$ cat src/rtl/apb_comp_arbiter.sv
// N-requester to one-completer APB arbiter (round-robin or fixed priority).
// Optional ACCESS timeout: define APB_ARB_TIMEOUT_EN.
module apb_comp_arbiter #(
  parameter int NUM_REQ  = 3,
  parameter int ADDR_W   = 60,
  parameter int DATA_W   = 32,
  parameter int ARB_MODE = 0,
  parameter int TIMEOUT  = 16
) (
  input  logic                      pclk,
  input  logic                      preset_n,
  input  logic [NUM_REQ-1:0]        m_psel,
  input  logic [NUM_REQ-1:0]        m_pwrite,
  input  logic [NUM_REQ*ADDR_W-1:0] m_paddr,
  input  logic [NUM_REQ*DATA_W-1:0] m_pwdata,
  output logic [NUM_REQ-1:0]        m_pready,
  output logic [NUM_REQ-1:0]        m_pslverr,
  output logic [DATA_W-1:0]         m_prdata,
  output logic                      s_psel,
  output logic                      s_penable,
  output logic                      s_pwrite,
  output logic [ADDR_W-1:0]         s_paddr,
  output logic [DATA_W-1:0]         s_pwdata,
  input  logic                      s_pready,
  input  logic                      s_pslverr,
  input  logic [DATA_W-1:0]         s_prdata
);

  localparam int IDX_W = $clog2(NUM_REQ);

  typedef enum logic [1:0] {IDLE, SETUP, ACCESS} state_e;

  state_e             state_q;
  logic [IDX_W-1:0]   grant_q, grant_d, ptr_q, ptr_next, ptr_arb;
  logic               psel_q, penable_q, pwrite_q;
  logic [ADDR_W-1:0]  addr_q;
  logic [DATA_W-1:0]  wdata_q;
  logic [NUM_REQ-1:0] req_mask;
  logic               sel_write;
  logic [ADDR_W-1:0]  sel_addr;
  logic [DATA_W-1:0]  sel_wdata;
  logic               done, timeout_hit;

  // Scanning from the highest offset down leaves the nearest match in sel.
  function automatic logic [IDX_W-1:0] pick(input logic [NUM_REQ-1:0] req,
                                            input logic [IDX_W-1:0]   ptr);
    logic [IDX_W-1:0] sel;
    int unsigned      idx;
    sel = '0;
    for (int unsigned k = NUM_REQ; k > 0; k--) begin
      if (ARB_MODE == 1) idx = k - 1;
      else               idx = (32'(ptr) + k - 1) % NUM_REQ;
      if (req[IDX_W'(idx)]) sel = IDX_W'(idx);
    end
    return sel;
  endfunction

`ifdef APB_ARB_TIMEOUT_EN
  localparam int CNT_W = $clog2(TIMEOUT + 1);
  logic [CNT_W-1:0] cnt_q;

  assign timeout_hit = (state_q == ACCESS) && (cnt_q == CNT_W'(TIMEOUT));

  always_ff @(posedge pclk) begin
    if (!preset_n || state_q == SETUP) cnt_q <= '0;
    else if (state_q == ACCESS && !done) cnt_q <= cnt_q + 1'b1;
  end
`else
  assign timeout_hit = 1'b0;
`endif

  always_comb begin
    done     = (state_q == ACCESS) && (s_pready || timeout_hit);
    ptr_next = (grant_q == IDX_W'(NUM_REQ - 1)) ? '0 : grant_q + 1'b1;
    req_mask = m_psel;
    ptr_arb  = ptr_q;
    // The completing requester is excluded and the pointer already advanced.
    if (state_q == ACCESS) begin
      req_mask[grant_q] = 1'b0;
      ptr_arb           = ptr_next;
    end
    grant_d   = pick(req_mask, ptr_arb);
    sel_write = 1'b0;
    sel_addr  = '0;
    sel_wdata = '0;
    for (int unsigned i = 0; i < NUM_REQ; i++) begin
      if (grant_d == IDX_W'(i)) begin
        sel_write = m_pwrite[i];
        sel_addr  = m_paddr[i*ADDR_W +: ADDR_W];
        sel_wdata = m_pwdata[i*DATA_W +: DATA_W];
      end
    end
  end

  always_comb begin
    m_pready  = '0;
    m_pslverr = '0;
    m_prdata  = '0;
    if (done && preset_n) begin
      m_pready[grant_q]  = 1'b1;
      m_pslverr[grant_q] = timeout_hit ? 1'b1 : s_pslverr;
      m_prdata           = timeout_hit ? '0 : s_prdata;
    end
  end

  always_ff @(posedge pclk) begin
    if (!preset_n) begin
      state_q   <= IDLE;
      grant_q   <= '0;
      ptr_q     <= '0;
      psel_q    <= 1'b0;
      penable_q <= 1'b0;
      pwrite_q  <= 1'b0;
      addr_q    <= '0;
      wdata_q   <= '0;
    end else begin
      case (state_q)
        IDLE: begin
          if (|m_psel) begin
            state_q  <= SETUP;
            grant_q  <= grant_d;
            pwrite_q <= sel_write;
            addr_q   <= sel_addr;
            wdata_q  <= sel_wdata;
            psel_q   <= 1'b1;
          end
        end
        SETUP: begin
          state_q   <= ACCESS;
          penable_q <= 1'b1;
        end
        ACCESS: begin
          if (done) begin
            ptr_q     <= ptr_next;
            penable_q <= 1'b0;
            if (|req_mask) begin
              state_q  <= SETUP;
              grant_q  <= grant_d;
              pwrite_q <= sel_write;
              addr_q   <= sel_addr;
              wdata_q  <= sel_wdata;
            end else begin
              state_q <= IDLE;
              psel_q  <= 1'b0;
            end
          end
        end
        default: state_q <= IDLE;
      endcase
    end
  end

  assign s_psel    = psel_q;
  assign s_penable = penable_q;
  assign s_pwrite  = pwrite_q;
  assign s_paddr   = addr_q;
  assign s_pwdata  = wdata_q;

endmodule

$ cat config.mk
export PLATFORM = sky130hd
export DESIGN_NAME = apb_comp_arbiter
export DESIGN_NICKNAME = d
export VERILOG_FILES = /design/src/rtl/apb_comp_arbiter.sv
export SDC_FILE = /design/constraint.sdc
export NUM_CORES = 1
export LEC_CHECK = 0
export ABC_AREA = 1
export CAP_MARGIN = 20
export CORE_MARGIN = 8
export CORE_UTILIZATION = 25
export CTS_CLUSTER_DIAMETER = 80
export DETAILED_ROUTE_END_ITERATION = 6
export PLACE_DENSITY = 0.73
export SLEW_MARGIN = 10
export SYNTH_ARGS = -nofsm -noshare
export SYNTH_HDL_FRONTEND = slang
export SYNTH_SLANG_ARGS = --single-unit
$ cat constraint.sdc
create_clock -name pclk -period 7.1 [get_ports pclk]
set_input_delay 0.71 -clock pclk [delete_from_list [all_inputs] [get_ports pclk]]
set_output_delay 0.71 -clock pclk [all_outputs]
set_load 0.03 [all_outputs]
## Word-level counts from Yosys, hierarchy flattened

Cells that the tools add are included.

- ROM bits: 0
- Register bits after elaboration: 101
- Bits in latches: 0
- Memories: 0
- Logic and storage cells: 101
- Memory bits (writable): 0

- Div/mod/pow operators: 3
- Multiply operators: 0
- Bitwise operators: 3
- Equality and inequality tests: 9
- $add $sub $neg: 7
- Reduce and logical (&&, ||, !) cells: 14
- Order comparisons: 5
- Multiplexer cells: 52
- Shift operators: 0

Operator list:

| cell | count |
|---|---|
| 60-bit 2-to-1 mux | 6 |
| 32-bit 2-to-1 mux | 7 |
| 60-bit one-hot mux with 2 select lines | 1 |
| 32-bit by 2-bit remainder unit with 32-bit output (second input constant) | 3 |
| 32-bit one-hot mux with 2 select lines | 1 |
| 2-bit 2-to-1 mux | 10 |
| 1-bit 2-to-1 mux | 15 |
| 2-bit by 3-bit < comparator with 1-bit output (second input constant) | 4 |
| 3-bit by 1-bit subtractor with 4-bit output (second input constant) | 3 |
| 3-bit 2-to-1 mux | 3 |
| 4-bit AND reduction | 2 |
| 2-bit by 2-bit adder with 3-bit output (second input constant) | 2 |
| 3-bit AND | 2 |
| 1-bit binary-select mux with 2-bit select | 3 |
| 2-bit equality test (second input constant) | 3 |
| 2-bit inequality test (second input constant) | 3 |
| 1-bit one-hot mux with 2 select lines | 3 |
| 2-bit one-hot mux with 3 select lines | 1 |
| 2-bit AND reduction | 3 |
| 3-bit OR reduction | 2 |
| 2-bit by 1-bit equality test with 1-bit output (second input constant) | 2 |
| 2-bit zero test | 2 |
| 2-bit one-hot mux with 2 select lines | 1 |
| 2-bit nonzero test | 2 |
| other kinds (7) | 9 |

## Longest topological paths before layout

Gate-level depths: netlist of the first run.

- Depth in word-level cells: 19
- Depth in mapped cells: 21
- Gate-level depth less buffers: 20

## Least setup slack after synthesis of the first run

No wires, ideal clock.

- Path kind: input -> output
- Start point: input s_pready
- End point: output m_pslverr[0]
- Stages on the path: 5
- Slack: 4.538 ns
- Arrival: 1.852 ns
- Required time: 6.390 ns
- Path through: inv_1 -> nor2_1 -> nand2_1 -> clkbuf_1 -> nor3_1

- Word-level cells in the longest chain between the ends: 3

RTL lines:

| what | RTL line | text |
|---|---|---|
| start, declared | 24 | `input logic s_pready,` |
| 1-bit logical AND | 73 | `done = (state_q == ACCESS) && (s_pready \|\| timeout_hit);` |
| 1-bit logical AND | 99 | `if (done && preset_n) begin` |
| 3-bit 2-to-1 mux | 99 |  |
| end, declared | 17 | `output logic [NUM_REQ-1:0] m_pslverr,` |

No other way between the ends.

## Worst setup path after layout of the first run

- Start point: register state_q[1]
- End point: register wdata_q[17], in the netlist s_pwdata[17]

- Word-level cells in the longest chain between the ends: 17
- Elaborated cells between the ends (all ways): 39
- Those cells by class: add/sub: 6; div: 3; eq/ne: 6; mux: 18; reduce/logical: 6

RTL lines:

| what | RTL line | text |
|---|---|---|
| start, declared | 33 | `state_e state_q;` |
| start signal, assigned | 108 | `state_q <= IDLE;` |
| start signal, assigned | 120 | `state_q <= SETUP;` |
| start signal, assigned | 129 | `state_q <= ACCESS;` |
| 2-bit equality test | 73, 78, 117 |  |
| 2-bit 2-to-1 mux | 78 | `if (state_q == ACCESS) begin` |
| 2-bit by 2-bit adder with 3-bit output | 52 | `else idx = (32'(ptr) + k - 1) % NUM_REQ;` |
| 3-bit by 1-bit subtractor with 4-bit output | 52 |  |
| 32-bit by 2-bit remainder unit with 32-bit output | 52 |  |
| 1-bit binary-select mux with 2-bit select | 53 | `if (req[IDX_W'(idx)]) sel = IDX_W'(idx);` |
| 1-bit 2-to-1 mux (not written as such) | 53 |  |
| 2-bit 2-to-1 mux (3 in a row) | 53 |  |
| 2-bit zero test | 87 | `if (grant_d == IDX_W'(i)) begin` |
| 32-bit 2-to-1 mux (3 in a row) | 87 |  |
| 32-bit 2-to-1 mux | 136 | `if (\|req_mask) begin` |
| 32-bit 2-to-1 mux | 133 | `if (done) begin` |
| 32-bit one-hot mux with 2 select lines | 117 | `case (state_q)` |
| end signal, assigned | 124 | `wdata_q <= sel_wdata;` |
| end signal, assigned | 141 | `wdata_q <= sel_wdata;` |
| end, declared | 37 | `logic [DATA_W-1:0] wdata_q;` |

Several ways; a longest one is shown, not always the timed one. The select of a mux whose other input is x is not followed.
A chain may end at the register's enable or synchronous reset.

==> results of run 1 <==
cell type report:
type / instances / area (sq um)
clock inverter: 6 / 82.6
sequential: 101 / 2020
timing repair buffer: 456 / 4570
clock buffer: 10 / 239
inverter: 138 / 520
multi-input combinational: 784 / 3460
fill: 2551 / 13700
tap: 330 / 413
worst register-to-register path, stage by stage (launching register included):
cell,delay (ns)
dfxtp_1,0.34
inv_2,0.11
nor2_4,0.05
nand2_1,0.14
inv_1,0.06
a21oi_1,0.17
inv_1,0.09
ha_1,0.33
inv_1,0.11
nand3_1,0.08
nand2_1,0.08
nand2_1,0.08
nand3_1,0.08
nand2_1,0.11
nand2_2,0.13
nand2_4,0.51
nor2_8,1.03
nand2_1,0.24
nand3_1,0.14
nand2_1,0.07
inv_1,0.05
flip-flops by register name, summed over array words and instances, names as in the netlist:
name and cells:
ptr_q 2, s_penable 1, state_q 2, s_pwdata 32, s_pwrite 1, grant_q 2
s_paddr 60, s_psel 1
worst paths after layout:
kind / startpoint / endpoint / slack (ns) / cells after the start
max: state_q[1]$_SDFFE_PN0P_ / s_pwdata[17]$_SDFFE_PN0P_ / 3.07 / 20
min: s_penable$_SDFFE_PN0P_ / s_penable$_SDFFE_PN0P_ / 0.46 / 2
min reg2reg: s_penable$_SDFFE_PN0P_ / s_penable$_SDFFE_PN0P_ / 0.46 / 2
max reg2reg: state_q[1]$_SDFFE_PN0P_ / s_pwdata[17]$_SDFFE_PN0P_ / 3.07 / 20
per-layer routing:
metal | global-route usage, % | vias to the layer above | share of wire [%]
met5 | 0 | - | 0
met4 | 6.96 | 0 | 2.8
met3 | 5.01 | 44 | 8.2
met2 | 31.7 | 340 | 48
met1 | 21.9 | 3606 | 41
li1 | - | 4144 | -
cells in the final DEF (no fill, tap or decap), types with 9 or more instances in the layout:
cell type / Yosys / layout
a21oi_1: 97 / 97
nand2_1: 312 / 311
or2_2: 17 / 17
nor2_1: 205 / 204
nand4_1: 14 / 14
clkbuf_16: 0 / 9
inv_1: 132 / 132
clkdlybuf4s50_1: 0 / 450
dfxtp_1: 101 / 101
nand3_1: 108 / 108
logic make-up after synthesis:
group | count (synthesis) | share of synthesized area (%)
AOI/OAI and AO/OA | 105 | 8.95
adders and majority gates | 3 | 0.593
buffers and inverters | 203 | 13.7
DFF | 101 | 31.9
muxes | 1 | 0.217
and+or+nand+nor | 675 | 44.7
report_power, final:
group	leakage (nW)	switching (mW)	total [mW]	internal, mW
Clock	0.154	0.249	0.539	0.291
Sequential	0.838	0.0645	0.746	0.682
Combinational	4.26	0.804	1.37	0.561
per-stage QoR:
stage / hold slack [ns] / instance area, sq um / util (%)
6_report: 0.464 / 11300 / 45.2
3_3_place_gp: 0.451 / 11000 / 43.8
2_1_floorplan: 0.461 / 6330 / -
4_1_cts: 0.466 / 11300 / 45.0
5_1_grt: 0.479 / 11300 / 45.2
3_5_place_dp: 0.455 / 11000 / 43.8
==> impl_metrics.yaml, run 1 <==
cts:
  clk_path_buf_depth: 2
  post-cts-setup-buffers: 0
  holdBufCountCts: 0
  cts_tree: "yes"
  worstSkewPairLatency_ns: 0.35
  clkTransAtPathRegs_ns: 0.08
  clock-root-buffer: "clkbuf_16"
  cts_max_level: 3
  clock_sinks: 101
  cts_made_buffers: 9
  cts_resized: 0
timing:
  slew_violations: 0
  worst_slew_pin_slew_ns: 1.10
  relSlewSlack_pct: 26.7
  fin_ws_ns: 3.07
  hold_viol_final: 0
  setup_violations: 0
  clock_skew_ns: 0.00848
  tns_ns: 0
  post-route-period-util_pct: 56.8
  period_needed_ns: 4.03
  rsz0062_at_grt: "no"
  max_clock_freq_mhz: 248
final_layout:
  n_antenna_cell: 0
  nNetsFinal: 1811
  instances_no_fill: 1825
  syn2layout_area_growth_pct: 78.5
  drive_gt1_share_pct: 4.48
synth:
  async_flop_share_pct: 0
  synthesis.nets: 1409
  yosysMostFrequentCell: "nand2_1"
  syn_area_sq_um: 6330
  synth_cells: 1088
  ys_warn_count: 0
  synth_edf_count: 0
  synth.avg_cell_area_sq_um: 5.82
  synth.cells.most_frequent: "nand2_1, nor2_1, inv_1"
  yosys_register_bits: 101
  ys_types: 31
  synth_top_cell_area_share_pct: 31.9
  ys_seq_area_share_pct: 31.9
  synthFlopType: "dfxtp_1"
  yosysTopAreaCell: "dfxtp_1"
  netlist_top_cells_area: "dfxtp_1, nand2_1, nor2_1"
critical_path:
  startpoint_type: "flop"
  critPathRequiredTime_ns: 7.40
  crit_slowest_cell: "nor2_8"
  worstSetupPathType: "reg -> reg"
  slowest_delay_ns: 1.01
  crit_arrival_ns: 4.33
  crit_buf_inv: 5
  path_cells: "inv_2, nor2_4, nand2_1, inv_1, a21oi_1, inv_1, ha_1, inv_1, nand3_1, nand2_1, nand2_1, nand3_1, nand2_1, nand2_2, nand2_4, nor2_8, nand2_1, nand3_1, nand2_1, inv_1"
  cp-end-kind: "flop"
  path_max_fanout: 81
  crit_family: "simple AND/OR/NAND/NOR gates"
  cpMostUsedCell: "nand2_1"
floorplanning:
  coreArea_sq_um: 25000
  die_x_microns: 175
  die_area_sq_um: 30700
  die-height_microns: 175
  initial_core_util_pct: 25.3
  rows: 58
  pin_count: 451
flow_run:
  cap_viol_max_count: 0
pwr:
  powerDensity_nw_per_um2: 234
  power_mw: 2.65
  ir_drop_mv: 0.142
  p_leak_nw: 5.25
run_status:
  status: "complete, no violations"
place:
  dp_hpwl_mm: 22.7
  place_ws_ns: 3.02
  place_inst: 1808
  io_buffers: 450
  finalWeightedCongestion: 0.893
global_route:
  overflow: 0
  grtUsageTotal_pct: 18.6
  grt_pass1_vias: 8058
  grt_max_degree: 109
  grt_first_pass_wirelength_mm: 45.5
  antenna_found_initial: 0
detailed_routing:
  via_per_inst: 4.46
  drc: 0
  drt-initial-drc-count: 469
  routed_wl_mm: 30.0
  wl_per_cell_microns: 16.4
  ant_nets: 0
  dr_total_vias: 8134
  dr.pass1.iters: 5
hold_path:
  worstHoldPathType: "reg -> reg"
Power figures use the tool's default switching activity.
==> run 2, diff against run 1 <==
- clock period: 7.1 -> 4.15 ns (I/O delays scaled with it)
==> impl_metrics.yaml, run 2 (same netlist as run 1, synthesis figures left out) <==
run_status:
  status: "complete, no violations"
pwr:
  swShare_pct: 42.3
  p_int_mw: 2.62
  pwr-share-clk_pct: 19.9
  powerDensity_nw_per_um2: 400
  p_sw_mw: 1.92
  p_leak_nw: 5.28
  ir_drop_mv: 0.173
  power_frac_comb_pct: 52.0
  p_seq_share_pct: 28.1
cts:
  cts_tree: "yes"
  cts_made_buffers: 9
  clk_path_buf_depth: 2
  holdBufCountCts: 0
  post-cts-setup-buffers: 0
  cts_resized: 0
  worstSkewPairLatency_ns: 0.35
  clkTransAtPathRegs_ns: 0.07
  clock_sinks: 101
  clock-root-buffer: "clkbuf_16"
  cts_max_level: 3
final_layout:
  final_cell_mix: "clkdlybuf4s50_1, nand2_1, nor2_1"
  n_antenna_cell: 0
  drive_gt1_share_pct: 4.92
  nNetsFinal: 1819
  final_util_pct: 45.4
  fillCellCount: 2521
  instances_no_fill: 1833
  largest_register_ffs: 60
  syn2layout_area_growth_pct: 79.3
  mostFrequentLayoutCell: "clkdlybuf4s50_1"
critical_path:
  critPathRequiredTime_ns: 4.43
  crit_buf_inv: 5
  path_cells: "inv_2, nor2_4, nand2_1, inv_1, a21oi_1, inv_1, ha_1, inv_1, nand3_1, nand2_1, nand2_1, nand3_1, nand2_1, nand2_2, nand2_4, buf_4, nand2_1, nand3_1, nand3_1, a21oi_1"
  crit_slowest_cell: "buf_4"
  cp-end-kind: "flop"
  crit_arrival_ns: 3.71
  crit_family: "simple AND/OR/NAND/NOR gates"
  path_max_fanout: 48
  worstSetupPathType: "reg -> reg"
  startpoint_type: "flop"
  slowest_delay_ns: 0.56
  cpMostUsedCell: "nand2_1"
hold_path:
  worstHoldPathType: "reg -> reg"
timing:
  rsz0062_at_grt: "no"
  hold_viol_final: 0
  clock_skew_ns: 0.0118
  setup_violations: 0
  slew_violations: 0
  fin_ws_ns: 0.715
  period_needed_ns: 3.43
  post-route-period-util_pct: 82.8
  max_clock_freq_mhz: 291
  worst_slew_pin_slew_ns: 0.839
  relSlewSlack_pct: 44.1
  tns_ns: 0
global_route:
  grt_first_pass_wirelength_mm: 46.3
  grt_pass1_vias: 8302
  grtUsageTotal_pct: 18.9
  antenna_found_initial: 0
  overflow: 0
  grt_max_degree: 61
floorplanning:
  coreArea_sq_um: 25000
  initial_core_util_pct: 25.3
  pin_count: 451
  die_x_microns: 175
  die-height_microns: 175
  rows: 58
  die_area_sq_um: 30700
detailed_routing:
  wl_per_cell_microns: 16.7
  ant_nets: 0
  dr.pass1.iters: 6
  via_per_inst: 4.48
  dr_total_vias: 8215
  routed_wl_mm: 30.6
  drc: 0
  drt-initial-drc-count: 480
place:
  finalWeightedCongestion: 0.880
  io_buffers: 450
  place_ws_ns: 0.722
  dp_hpwl_mm: 23.8
  place_inst: 1817
flow_run:
  cap_viol_max_count: 0
[run 2: path summary, 6_finish.rpt]
kind / start / endpoint / slack, ns / cells past startpoint
worst max-delay path: state_q[1]$_SDFFE_PN0P_ / s_pwdata[13]$_SDFFE_PN0P_ / 0.72 / 20
worst min-delay path: s_paddr[47]$_SDFFE_PN0P_ / s_paddr[47]$_SDFFE_PN0P_ / 0.47 / 2
worst max register to register: state_q[1]$_SDFFE_PN0P_ / s_pwdata[13]$_SDFFE_PN0P_ / 0.72 / 20
worst min register to register: s_paddr[47]$_SDFFE_PN0P_ / s_paddr[47]$_SDFFE_PN0P_ / 0.47 / 2
[run 2: layout make-up]
class,count,area (sq um),area share [%]
clock buffer,9,225,1.98
clock inverter,7,80.1,0.705
inverter,138,520,4.58
multi-input combinational,784,3460,30.5
sequential,101,2020,17.8
tap,330,413,3.64
timing repair buffer,464,4630,40.8
[run 2: through the flow]
stage	cell area (sq um)	total power, mW	hold slack [ns]
2_1_floorplan	6330	2.68	0.461
3_3_place_gp	11000	3.64	0.452
3_5_place_dp	11000	3.67	0.456
4_1_cts	11400	4.60	0.468
5_1_grt	11400	4.85	0.485
6_report	11400	4.54	0.466
[run 2: tightest hold or removal path, delay by kind of cell (launching register included)]
family          cells  cell delay (ns)
compound gates      1             0.05
simple gates        1             0.06
flops               1             0.31
[run 2: layer usage]
metal | vias to the layer above | wire length, microns | global-route usage, %
met4 | 0 | 912 | 6.15
met2 | 351 | 14700 | 32.9
li1 | 4154 | - | -
met3 | 47 | 2760 | 5.72
met5 | - | 0 | 0
met1 | 3663 | 12200 | 21.9
[run 2: power by group through the flow]
stage          combinational [mW]  clock, mW  sequential [mW]
2_1_floorplan                1.02          0             1.65
3_3_place_gp                 2.35          0             1.29
3_5_place_dp                 2.37          0             1.29
4_1_cts                      2.38      0.946             1.27
5_1_grt                      2.58      0.972             1.30
6_report                     2.36      0.904             1.27
==> run 3, diff against run 2 <==
- clock period: 4.15 -> 3.55 ns (I/O delays scaled with it)
==> impl_metrics.yaml, run 3 (same netlist as run 1, synthesis figures left out) <==
floorplanning:
  coreArea_sq_um: 25000
  die_area_sq_um: 30700
  die-height_microns: 175
  rows: 58
  initial_core_util_pct: 25.3
  pin_count: 451
  die_x_microns: 175
detailed_routing:
  dr.pass1.iters: 5
  drc: 0
  ant_nets: 0
  routed_wl_mm: 30.5
  via_per_inst: 4.48
  drt-initial-drc-count: 434
  dr_total_vias: 8231
  wl_per_cell_microns: 16.6
final_layout:
  regArea_sq_um: 2020
  largest_register_ffs: 60
  drive_gt1_share_pct: 5.11
  multi_input_area_sq_um: 3460
  syn2layout_area_growth_pct: 80.0
  mostFrequentLayoutCell: "clkdlybuf4s50_1"
  final_area_sq_um: 11400
  fillCellCount: 2575
  nNetsFinal: 1822
  final_cell_mix: "clkdlybuf4s50_1, nand2_1, nor2_1"
  instances_no_fill: 1837
global_route:
  grt_pass1_vias: 8375
  overflow: 0
  grt_first_pass_wirelength_mm: 46.7
  grt_max_degree: 84
  grtUsageTotal_pct: 19.1
  antenna_found_initial: 1
critical_path:
  path_depth: 19
  worstSetupPathType: "reg -> reg"
  cp-end-kind: "flop"
  r2r_end: "s_paddr[40]$_SDFFE_PN0P_"
  r2r_cells: 19
  cpMostUsedCell: "nand2_1"
  crit_family: "simple AND/OR/NAND/NOR gates"
  path_max_fanout: 32
  path_cells: "nor2_4, nand2_1, inv_1, a21oi_1, inv_1, ha_1, inv_1, nand3_1, nand2_1, nand2_1, nand3_1, nand2_1, nand2_2, nand2_4, buf_4, a21oi_1, nand3_1, nand2_1, inv_1"
  r2r_setup_slack_ns: 0.48
  startpoint_type: "flop"
  slowest_delay_ns: 0.43
  critPathRequiredTime_ns: 3.85
  crit_buf_inv: 5
  timing.rr.start: "state_q[0]$_SDFFE_PN0P_"
  crit_slowest_cell: "dfxtp_1"
  crit_arrival_ns: 3.37
hold_path:
  worstHoldPathType: "reg -> reg"
  min_to: "s_pwdata[11]$_SDFFE_PN0P_"
  min_from: "s_pwdata[11]$_SDFFE_PN0P_"
  worstHoldPathCells: 2
place:
  io_buffers: 450
  finalWeightedCongestion: 0.882
  placed_area_sq_um: 11100
  dp_hpwl_mm: 24.0
  place_inst: 1820
pwr:
  p_sw_mw: 2.25
  swShare_pct: 42.7
  p_leak_nw: 5.31
  power_frac_comb_pct: 52.9
  powerDensity_nw_per_um2: 462
  p_seq_share_pct: 28.2
  ir_drop_mv: 0.209
  power_mw: 5.27
  pwr-share-clk_pct: 18.9
  p_int_mw: 3.02
timing:
  setup_violations: 0
  clock_skew_ns: 0.0127
  relSlewSlack_pct: 36.6
  slew_violations: 0
  tns_ns: 0
  worst_slew_pin_slew_ns: 0.951
  worst_hold_slack_ns: 0.464
  hold_viol_final: 0
  max_clock_freq_mhz: 325
  post-route-period-util_pct: 86.6
  rsz0062_at_grt: "no"
  period_needed_ns: 3.07
run_status:
  status: "complete, no violations"
flow_run:
  cap_viol_max_count: 0
cts:
  holdBufCountCts: 0
  clock_sinks: 101
  cts_made_buffers: 9
  cts_tree: "yes"
  worstSkewPairLatency_ns: 0.35
  cts_resized: 0
  clk_path_buf_depth: 2
  clkTransAtPathRegs_ns: 0.08
  post-cts-setup-buffers: 0
  clock-root-buffer: "clkbuf_16"
  cts_max_level: 3
[run 3: metal layers]
metal / up-vias / share of wire, % / track usage (%)
li1: 4158 / - / -
met1: 3639 / 39 / 22.2
met2: 372 / 47 / 32.2
met3: 62 / 9.8 / 5.68
met4: 0 / 4.0 / 7.74
met5: - / 0 / 0
[run 3: worst max path at each step]
stage                                       start                   endpoint  slack [ns]
after floorplan           state_q[0]$_SDFFE_PN0P_  s_pwdata[10]$_SDFFE_PN0P_        1.05
after global placement    grant_q[0]$_SDFFE_PN0P_   s_paddr[38]$_SDFFE_PN0P_        0.55
after detailed placement  grant_q[0]$_SDFFE_PN0P_   s_paddr[36]$_SDFFE_PN0P_        0.47
after CTS                 grant_q[0]$_SDFFE_PN0P_   s_paddr[36]$_SDFFE_PN0P_        0.44
after global routing      state_q[1]$_SDFFE_PN0P_   s_paddr[40]$_SDFFE_PN0P_        0.13
final                     state_q[0]$_SDFFE_PN0P_   s_paddr[40]$_SDFFE_PN0P_        0.48
[run 3: layout make-up]
class                           instances  area share (%)
Clock buffer                            9            1.97
Tap cell                              330            3.62
Multi-Input combinational cell        784            30.3
Sequential cell                       101            17.7
Clock inverter                          7           0.582
Antenna cell                            1          0.0219
Inverter                              138            4.56
Timing Repair Buffer                  467            41.2
[run 3: worst min-delay path: stages, from the launching register on]
cell	delay (ns)
dfxtp_1	0.31
nand2_1	0.06
a21oi_1	0.05
[run 3: through the flow]
step / setup slack (ns) / utilization (%)
global route: 0.129 / 45.5
finish: 0.477 / 45.5
global placement: 0.546 / 44.4
floorplan: 1.05 / -
detailed placement: 0.468 / 44.4
CTS: 0.443 / 45.5
[run 3: power by group through the flow]
stage,logic [mW],clock network (mW),registers [mW]
2_1_floorplan,1.20,0,1.93
3_3_place_gp,2.78,0,1.50
3_5_place_dp,2.80,0,1.51
4_1_cts,2.82,1.04,1.49
5_1_grt,3.05,1.08,1.52
6_report,2.79,0.995,1.49
